**src/rtl/whack_game_ctrl.sv**
```systemverilog
// Whack-a-mole game sequencer: IDLE -> COUNTDOWN -> PLAY -> GAME_OVER, game tick, mole picking and hit strobes.
// Optional pause input and freeze behaviour are compiled in with `define WHACK_PAUSE_EN.
module whack_game_ctrl #(
  parameter int NUM_MOLES       = 4,
  parameter int TICK_DIV        = 50_000_000,
  parameter int COUNTDOWN_TICKS = 3,
  parameter int GAME_TICKS      = 60,
  parameter int MOLE_TICKS      = 2
) (
  input  logic                 clk,
  input  logic                 rst_n,
  input  logic                 start,
`ifdef WHACK_PAUSE_EN
  input  logic                 pause,
`endif
  input  logic [NUM_MOLES-1:0] btn,
  output logic [NUM_MOLES-1:0] mole,
  output logic                 score_clear,
  output logic                 score_enable,
  output logic                 hit_pulse,
  output logic [7:0]           time_left,
  output logic [1:0]           state
);

  localparam int IW = $clog2(NUM_MOLES);
  localparam int TW = $clog2(TICK_DIV);
  localparam int MW = $clog2(MOLE_TICKS + 1);
  localparam logic [NUM_MOLES-1:0] ONE = NUM_MOLES'(1);

  typedef enum logic [1:0] {IDLE = 2'd0, COUNTDOWN = 2'd1, PLAY = 2'd2, GAME_OVER = 2'd3} state_t;

  state_t               st, st_n;
  logic [7:0]           lfsr;
  logic [NUM_MOLES-1:0] btn_q, edges, mole_n;
  logic [TW-1:0]        tick_cnt, tick_cnt_n;
  logic [7:0]           cd_cnt, cd_n, time_n;
  logic [MW-1:0]        mole_tmr, tmr_n;
  logic [IW-1:0]        last_idx, idx_n, rnd_idx, new_idx;
  logic                 tick, hit, paused, pause_lvl;
  logic                 hit_n, clr_n, sen_n;

`ifdef WHACK_PAUSE_EN
  assign pause_lvl = pause;
  assign paused    = pause && (st == COUNTDOWN || st == PLAY);
`else
  assign pause_lvl = 1'b0;
  assign paused    = 1'b0;
`endif

  assign state   = st;
  assign tick    = (tick_cnt == TW'(TICK_DIV - 1));
  assign edges   = btn & ~btn_q;
  assign hit     = (st == PLAY) && !paused && |(edges & mole);
  assign rnd_idx = lfsr[IW-1:0];
  // Bump past the previous mole so the same one never lights twice in a row.
  assign new_idx = (rnd_idx == last_idx) ? rnd_idx + IW'(1) : rnd_idx;

  always_comb begin
    st_n       = st;
    tick_cnt_n = paused ? tick_cnt : (tick ? '0 : tick_cnt + TW'(1));
    cd_n       = cd_cnt;
    time_n     = time_left;
    tmr_n      = mole_tmr;
    mole_n     = mole;
    idx_n      = last_idx;
    hit_n      = 1'b0;
    clr_n      = 1'b0;
    case (st)
      IDLE, GAME_OVER: begin
        if (start) begin
          st_n       = COUNTDOWN;
          clr_n      = 1'b1;
          cd_n       = 8'(COUNTDOWN_TICKS);
          tick_cnt_n = '0;
        end
      end
      COUNTDOWN: begin
        if (tick && !paused) begin
          if (cd_cnt <= 8'd1) begin
            st_n       = PLAY;
            cd_n       = 8'd0;
            time_n     = 8'(GAME_TICKS);
            tmr_n      = MW'(MOLE_TICKS);
            mole_n     = ONE << rnd_idx;
            idx_n      = rnd_idx;
            tick_cnt_n = '0;
          end else begin
            cd_n = cd_cnt - 8'd1;
          end
        end
      end
      PLAY: begin
        if (tick && !paused) begin
          if (time_left <= 8'd1) begin
            // Final tick: any coincident hit is dropped.
            st_n   = GAME_OVER;
            time_n = 8'd0;
            mole_n = '0;
          end else begin
            time_n = time_left - 8'd1;
            if (hit) begin
              hit_n  = 1'b1;
              mole_n = '0;
            end else if (mole_tmr <= MW'(1) || mole == '0) begin
              mole_n = ONE << new_idx;
              idx_n  = new_idx;
              tmr_n  = MW'(MOLE_TICKS);
            end else begin
              tmr_n = mole_tmr - MW'(1);
            end
          end
        end else if (hit) begin
          hit_n  = 1'b1;
          mole_n = '0;
        end
      end
      default: st_n = IDLE;
    endcase
    sen_n = (st_n == PLAY) && !pause_lvl;
  end

  always_ff @(posedge clk or negedge rst_n) begin
    if (!rst_n) st <= IDLE;
    else        st <= st_n;
  end

  always_ff @(posedge clk or negedge rst_n) begin
    if (!rst_n) begin
      lfsr         <= 8'hA5;
      btn_q        <= '0;
      tick_cnt     <= '0;
      cd_cnt       <= '0;
      time_left    <= '0;
      mole_tmr     <= '0;
      mole         <= '0;
      last_idx     <= '0;
      hit_pulse    <= 1'b0;
      score_clear  <= 1'b0;
      score_enable <= 1'b0;
    end else begin
      lfsr         <= {lfsr[6:0], lfsr[7] ^ lfsr[5] ^ lfsr[4] ^ lfsr[3]};
      btn_q        <= btn;
      tick_cnt     <= tick_cnt_n;
      cd_cnt       <= cd_n;
      time_left    <= time_n;
      mole_tmr     <= tmr_n;
      mole         <= mole_n;
      last_idx     <= idx_n;
      hit_pulse    <= hit_n;
      score_clear  <= clr_n;
      score_enable <= sen_n;
    end
  end

endmodule

```
**config.mk**
```make
export PLATFORM = sky130hd
export DESIGN_NAME = whack_game_ctrl
export DESIGN_NICKNAME = d
export VERILOG_FILES = /design/src/rtl/whack_game_ctrl.sv
export SDC_FILE = /design/constraint.sdc
export NUM_CORES = 1
export LEC_CHECK = 0
export ABC_AREA = 1
export CORE_MARGIN = 5
export CORE_UTILIZATION = 54
export DETAILED_ROUTE_END_ITERATION = 7
export PLACE_DENSITY_LB_ADDON = 0.3
export SLEW_MARGIN = 10
export SYNTH_ARGS = -nofsm -noshare
export SYNTH_HDL_FRONTEND = slang
export SYNTH_SLANG_ARGS = --single-unit
export TNS_END_PERCENT = 5
```
**constraint.sdc**
```tcl
create_clock -name clk -period 1.7 [get_ports clk]
set_input_delay 0.34 -clock clk [delete_from_list [all_inputs] [get_ports clk]]
set_output_delay 0.34 -clock clk [all_outputs]
set_load 0.01 [all_outputs]
```
## Yosys cells after proc, flatten, opt, wreduce, memory -nomap -nowiden

Index checks and enable logic that the tools add are counted.

- Flip-flop bits (word level): 67
- Bits in latches: 0
- Memory bits (writable): 0
- ROM bits: 0
- Input bits: 7
- Output and inout bits: 17
- Word-level logic and storage cells: 105
- Memories: 0

- $add $sub $neg: 5
- $mul: 0
- Div/mod/pow operators: 0
- Magnitude comparators: 3
- Eq/ne operators: 15
- Shift-type cells: 2
- Muxes and demuxes: 49
- Bitwise operators: 6
- Reductions and logical operators: 13

Operator list:

| kind | count |
|---|---|
| 26-bit 2-to-1 mux | 4 |
| 8-bit 2-to-1 mux | 7 |
| 26-bit one-hot mux with 2 select lines | 1 |
| 2-bit 2-to-1 mux | 18 |
| 8-bit one-hot mux with 2 select lines | 2 |
| 4-bit 2-to-1 mux | 7 |
| 26-bit by 1-bit adder with 26-bit output, second input constant | 1 |
| 26-bit equality test, second input constant | 1 |
| 8-bit by 1-bit <= comparator with 1-bit output, second input constant | 2 |
| 8-bit by 1-bit subtractor with 8-bit output, second input constant | 2 |
| 2-bit != test, second input constant | 6 |
| 4-bit bitwise AND | 2 |
| 2-bit one-hot mux with 2 select lines | 2 |
| 4-bit one-hot mux with 2 select lines | 1 |
| 1-bit by 2-bit << shifter with 4-bit output, first input constant | 2 |
| 7-bit AND reduction | 1 |
| 2-bit equality test, second input constant | 3 |
| 1-bit 2-to-1 mux | 6 |
| 2-bit one-hot mux with 3 select lines | 1 |
| 6-bit AND reduction | 1 |
| 5-bit AND reduction | 1 |
| 4-bit zero test | 1 |
| 4-bit by 2-bit != test with 1-bit output, second input constant | 1 |
| 4-bit NOT | 1 |
| 16 further kinds | 19 |

## Logic depth before layout (Yosys ltp)

- Word-level depth: 9
- Gate-level depth with buffers: 12
- Depth with buffers taken out: 12

## Worst setup path after synthesis

OpenSTA, ideal clock, no wires.

- Path kind: register -> register
- Start point: reg cd_cnt[0]
- End point: reg last_idx[0]
- Library setup time: 0.121 ns
- Data arrival time: 1.607 ns
- Required time: 1.579 ns
- Setup slack: -0.028 ns
- Stages on the path, launching flop included: 12
- Path buffers: 1
- Clock period less this slack: 1.728 ns
- Cells stage by stage: dfrtp_1 inv_1 ha_1 o21ai_1 or2_1 buf_6 nand2_4 nand2_4 nor2_8 nand3_2 nand2_1 o21ai_1

- Word-level cells in the longest chain between the ends: 3

RTL lines:

| element | RTL line | RTL |
|---|---|---|
| start: declaration | 36 | `logic [7:0] cd_cnt, cd_n, time_n;` |
| start signal: assignment | 144 | `cd_cnt <= cd_n;` |
| 8-bit by 1-bit <= comparator with 1-bit output | 79 | `if (cd_cnt <= 8'd1) begin` |
| 2-bit != test (no line) | n/a |  |
| 7-bit AND reduction (no line) | n/a |  |
| end signal: assignment | 148 | `last_idx <= idx_n;` |
| end: declaration | 38 | `logic [IW-1:0] last_idx, idx_n, rnd_idx, new_idx;` |

No other way between the ends.
A chain may end at the register's enable or synchronous reset.

## Final worst setup path

- Start point: reg cd_cnt[0]
- End point: reg mole[1]

- Word-level cells in the longest chain between the ends: 3

RTL lines:

| element | RTL line | RTL |
|---|---|---|
| 8-bit by 1-bit <= comparator with 1-bit output | 79 |  |
| 2-bit != test (no line) | n/a |  |
| 5-bit AND reduction (no line) | n/a |  |
| end signal: assignment | 147 | `mole <= mole_n;` |
| end: declaration | 17 | `output logic [NUM_MOLES-1:0] mole,` |

No other way between the ends.

==> impl_metrics.csv <==
group,metric,value,unit
drt,wl,8850,um
hold_path,hold_class,"input pin to asynchronous set/reset pin",
place,dp.final_hpwl,6100,um
global_routing,grt_pass1_vias,3296,
sta,drv_slew,0,
drt,ant_nets,0,
power,power,5.54,mW
synth,netlist_area,3750,um2
floorplanning,dieArea,8710,um2
sta,hold_ws,0.00626,ns
sta,fin_crit_sh,102,%
clock_network,cts_max_path_buffers,2,
place,dp.cells,641,
final_layout,syn2layout_area_growth,32.3,%
final_layout,antenna_cells,0,
synth,yosys.cell_types.count,35,
final_layout,drive_gt1_share,25.0,%
place,gp_congestion,0.852,
drt,wl_per_cell,13.4,um
outcome,outcome,"finished with violations",
synth,synth-seq-cells,67,
worst_setup_path,crit_chain,"inv_2 -> ha_4 -> o21ai_2 -> or2_4 -> nand2_4 -> nand2_8 -> nor2_8 -> nand2_4 -> nand2_4 -> nand2_2 -> nand2_2",
clock_network,clk_latency,0.34,ns
place,io_buffers,23,
worst_setup_path,critical_path.most_common_cell,"nand2_4",
global_routing,grt_pass1_wl,14500,um
floorplanning,start_util,55.5,%
final_layout,nNetsFinal,597,
sta,fin_tns_setup,-0.165,ns
drt,first_pass_iters,5,
floorplanning,die_h,93.3,um
clock_network,cts-buffers-inserted,9,
worst_setup_path,arrival,2.02,ns
synth,ys_seq_area_share,44.9,%
sta,finalHoldViolations,0,
drt,num_vias,3497,
sta,timing.fmax,575,MHz
synth,synth_top_area_cell,"dfrtp_1",
sta,finalCriticalPeriod,1.74,ns
worst_setup_path,r2r_end,"mole[1]$_DFFE_PN0P_",
global_routing,grt_max_degree,68,
worst_setup_path,r2r-start,"cd_cnt[0]$_DFFE_PN0P_",
worst_setup_path,rr_worst_depth,11,
worst_setup_path,crit_fanout,5,
sta,skew,0.0134,ns
power,vdd_drop_max,533,uV
synth,synthTopCellsByArea,"dfrtp_1 42%, nand2_1 12%, nor2_1 7.3%, inv_1 6.5%, ha_1 4.0%",
final_layout,final_area,4960,um2
drt,avgViaCountPerCell,5.27,
worst_setup_path,critPathMaxStageDelay,0.43,ns
floorplanning,die_w,93.3,um
global_routing,grt_overflow,0,
clock_network,clock_sinks,67,
clock_network,cts_hold_buf,0,
worst_setup_path,critical_path_class,"flop to flop",
clock_network,root_buffer,"clkbuf_8",
sta,worst_slack,-0.0393,ns
clock_network,path_clk_slew,0.08,ns
final_layout,stdcell_count,663,
drt,drc_errors,0,
synth,synth.avg_cell_area,7.67,um2
power,leakage,2.52,nW
global_routing,antenna_found_initial,0,
final_layout,fin_util,73.4,%
place,post-place-ws,-0.0982,ns
sta,finalSetupViolations,10,
clock_network,htreeDepth,3,
sta,max_slew.worst_pin.slew,0.364,ns
worst_setup_path,crit_start,"cd_cnt[0]$_DFFE_PN0P_",
sta,rsz0062_at_grt,"true",
synth,synth_top_area_share,42.1,%
worst_setup_path,r2r_slack,-0.04,ns
synth,synth_warnings,0,
worst_setup_path,crit_path_end_kind,"flop",
worst_setup_path,cp.required,1.98,ns
place,place_area,4490,um2
worst_setup_path,crit_slowest_cell,"dfrtp_1",
synth,synthCells,489,
floorplanning,rows,30,
worst_setup_path,endpoint,"mole[1]$_DFFE_PN0P_",
drt,drt-initial-drc-count,217,
power,powerDensity,1120,nW/um2
sta,slew_headroom,75.5,%
floorplanning,coreArea,6760,um2
worst_setup_path,startpoint_type,"flop",
job,drv_cap,0,
floorplanning,num_io_pins,24,
global_routing,grtUsageTotal,20.7,%
synth,synth_nets,508,
outcome,violations,"setup timing",
clock_network,cts_tree,"done",
cell type report:
type	instances	area [um2]
fill	499	1800
inverter	65	246
tap	80	100
clock buffer	11	131
timing repair buffer	84	748
clock inverter	5	53.8
sequential	67	1680
multi-input combinational	351	2000
flip-flops by register name (all words and copies together) (netlist names):
name,flops
lfsr,8
mole_tmr,2
score_clear,1
hit_pulse,1
tick_cnt,26
time_left,8
state,2
btn_q,4
score_enable,1
last_idx,2
cd_cnt,8
mole,4
cell families (layout without fill, tap and decap cells):
group / count (synthesis) / count (layout) / synth area share [%]
AND/OR/NAND/NOR: 275 / 276 / 32.7
flip-flops: 67 / 67 / 44.9
buffers and inverters: 72 / 165 / 7.68
AO/OA/AOI/OAI: 47 / 47 / 7.01
XOR/XNOR: 16 / 16 / 3.74
adder cells (fa/ha/maj): 12 / 12 / 4.01
worst max-delay path, delay by kind of cell, from the launching register on:
kind / cells / cell delay, ns
flip-flops: 1 / 0.43
AO/OA/AOI/OAI: 1 / 0.04
adder cells (fa/ha/maj): 1 / 0.13
AND/OR/NAND/NOR: 8 / 0.96
buffers and inverters: 1 / 0.10
per-layer routing:
metal | vias to the layer above | wire (um) | GRT usage (%)
li1 | 1748 | - | -
met1 | 1636 | 3820 | 26.8
met2 | 102 | 4390 | 33.8
met3 | 11 | 529 | 4.99
met4 | 0 | 112 | 7.20
met5 | - | 0 | 0
report_power, final:
part           leakage, nW  internal [mW]  switching [mW]  total, mW
Clock               0.0971          0.674           0.597       1.27
Sequential           0.886           1.79           0.155       1.94
Combinational         1.53           1.06            1.26       2.32
cell usage after synthesis, drive strengths merged:
library cell / instances
xnor2: 4
a211oi: 1
o22ai: 1
a21oi: 12
and2: 1
nor4: 1
nor3: 13
and3: 2
a31oi: 3
clkbuf: 2
nand4: 17
nand2: 128
nor3b: 3
dfrtp: 63
nor2: 78
ha: 12
buf: 5
nand3: 28
dfstp: 4
o21ai: 28
inv: 65
or2: 4
xor2: 12
o211ai: 2
cells in the final DEF (no fill, tap or decap), drive strengths merged, types with 12 or more instances in the layout:
cell type	Yosys	layout
clkdlybuf4s50	0	18
nand4	17	17
clkbuf	2	12
buf	5	61
nand3	28	28
nor3	13	13
o21ai	28	28
nor2	78	79
ha	12	12
dfrtp	63	63
nand2	128	128
xor2	12	12
inv	65	65
a21oi	12	12
worst min-delay path by stage:
stage / endpoint / slack, ns / cells past startpoint
2_1_floorplan: btn_q[0]$_DFF_PN0_ / 0.04 / 0
3_3_place_gp: lfsr[7]$_DFF_PN1_ / 0.35 / 0
3_5_place_dp: lfsr[7]$_DFF_PN1_ / 0.35 / 0
4_1_cts: cd_cnt[7]$_DFFE_PN0P_ / 0.02 / 2
5_1_grt: cd_cnt[7]$_DFFE_PN0P_ / 0.03 / 2
6_report: cd_cnt[7]$_DFFE_PN0P_ / 0.006 / 2
repair_timing:
action | 4_1_cts | 5_1_grt
gates resized for setup | 8 | 67
hold endpoints to repair | 0 | 0
pin swaps | 1 | 14
endpoints found under the setup margin | 18 | 56
cloned | 0 | 2
buffers inserted | 0 | 4
No activity file was read; power rests on OpenSTA's default activity.
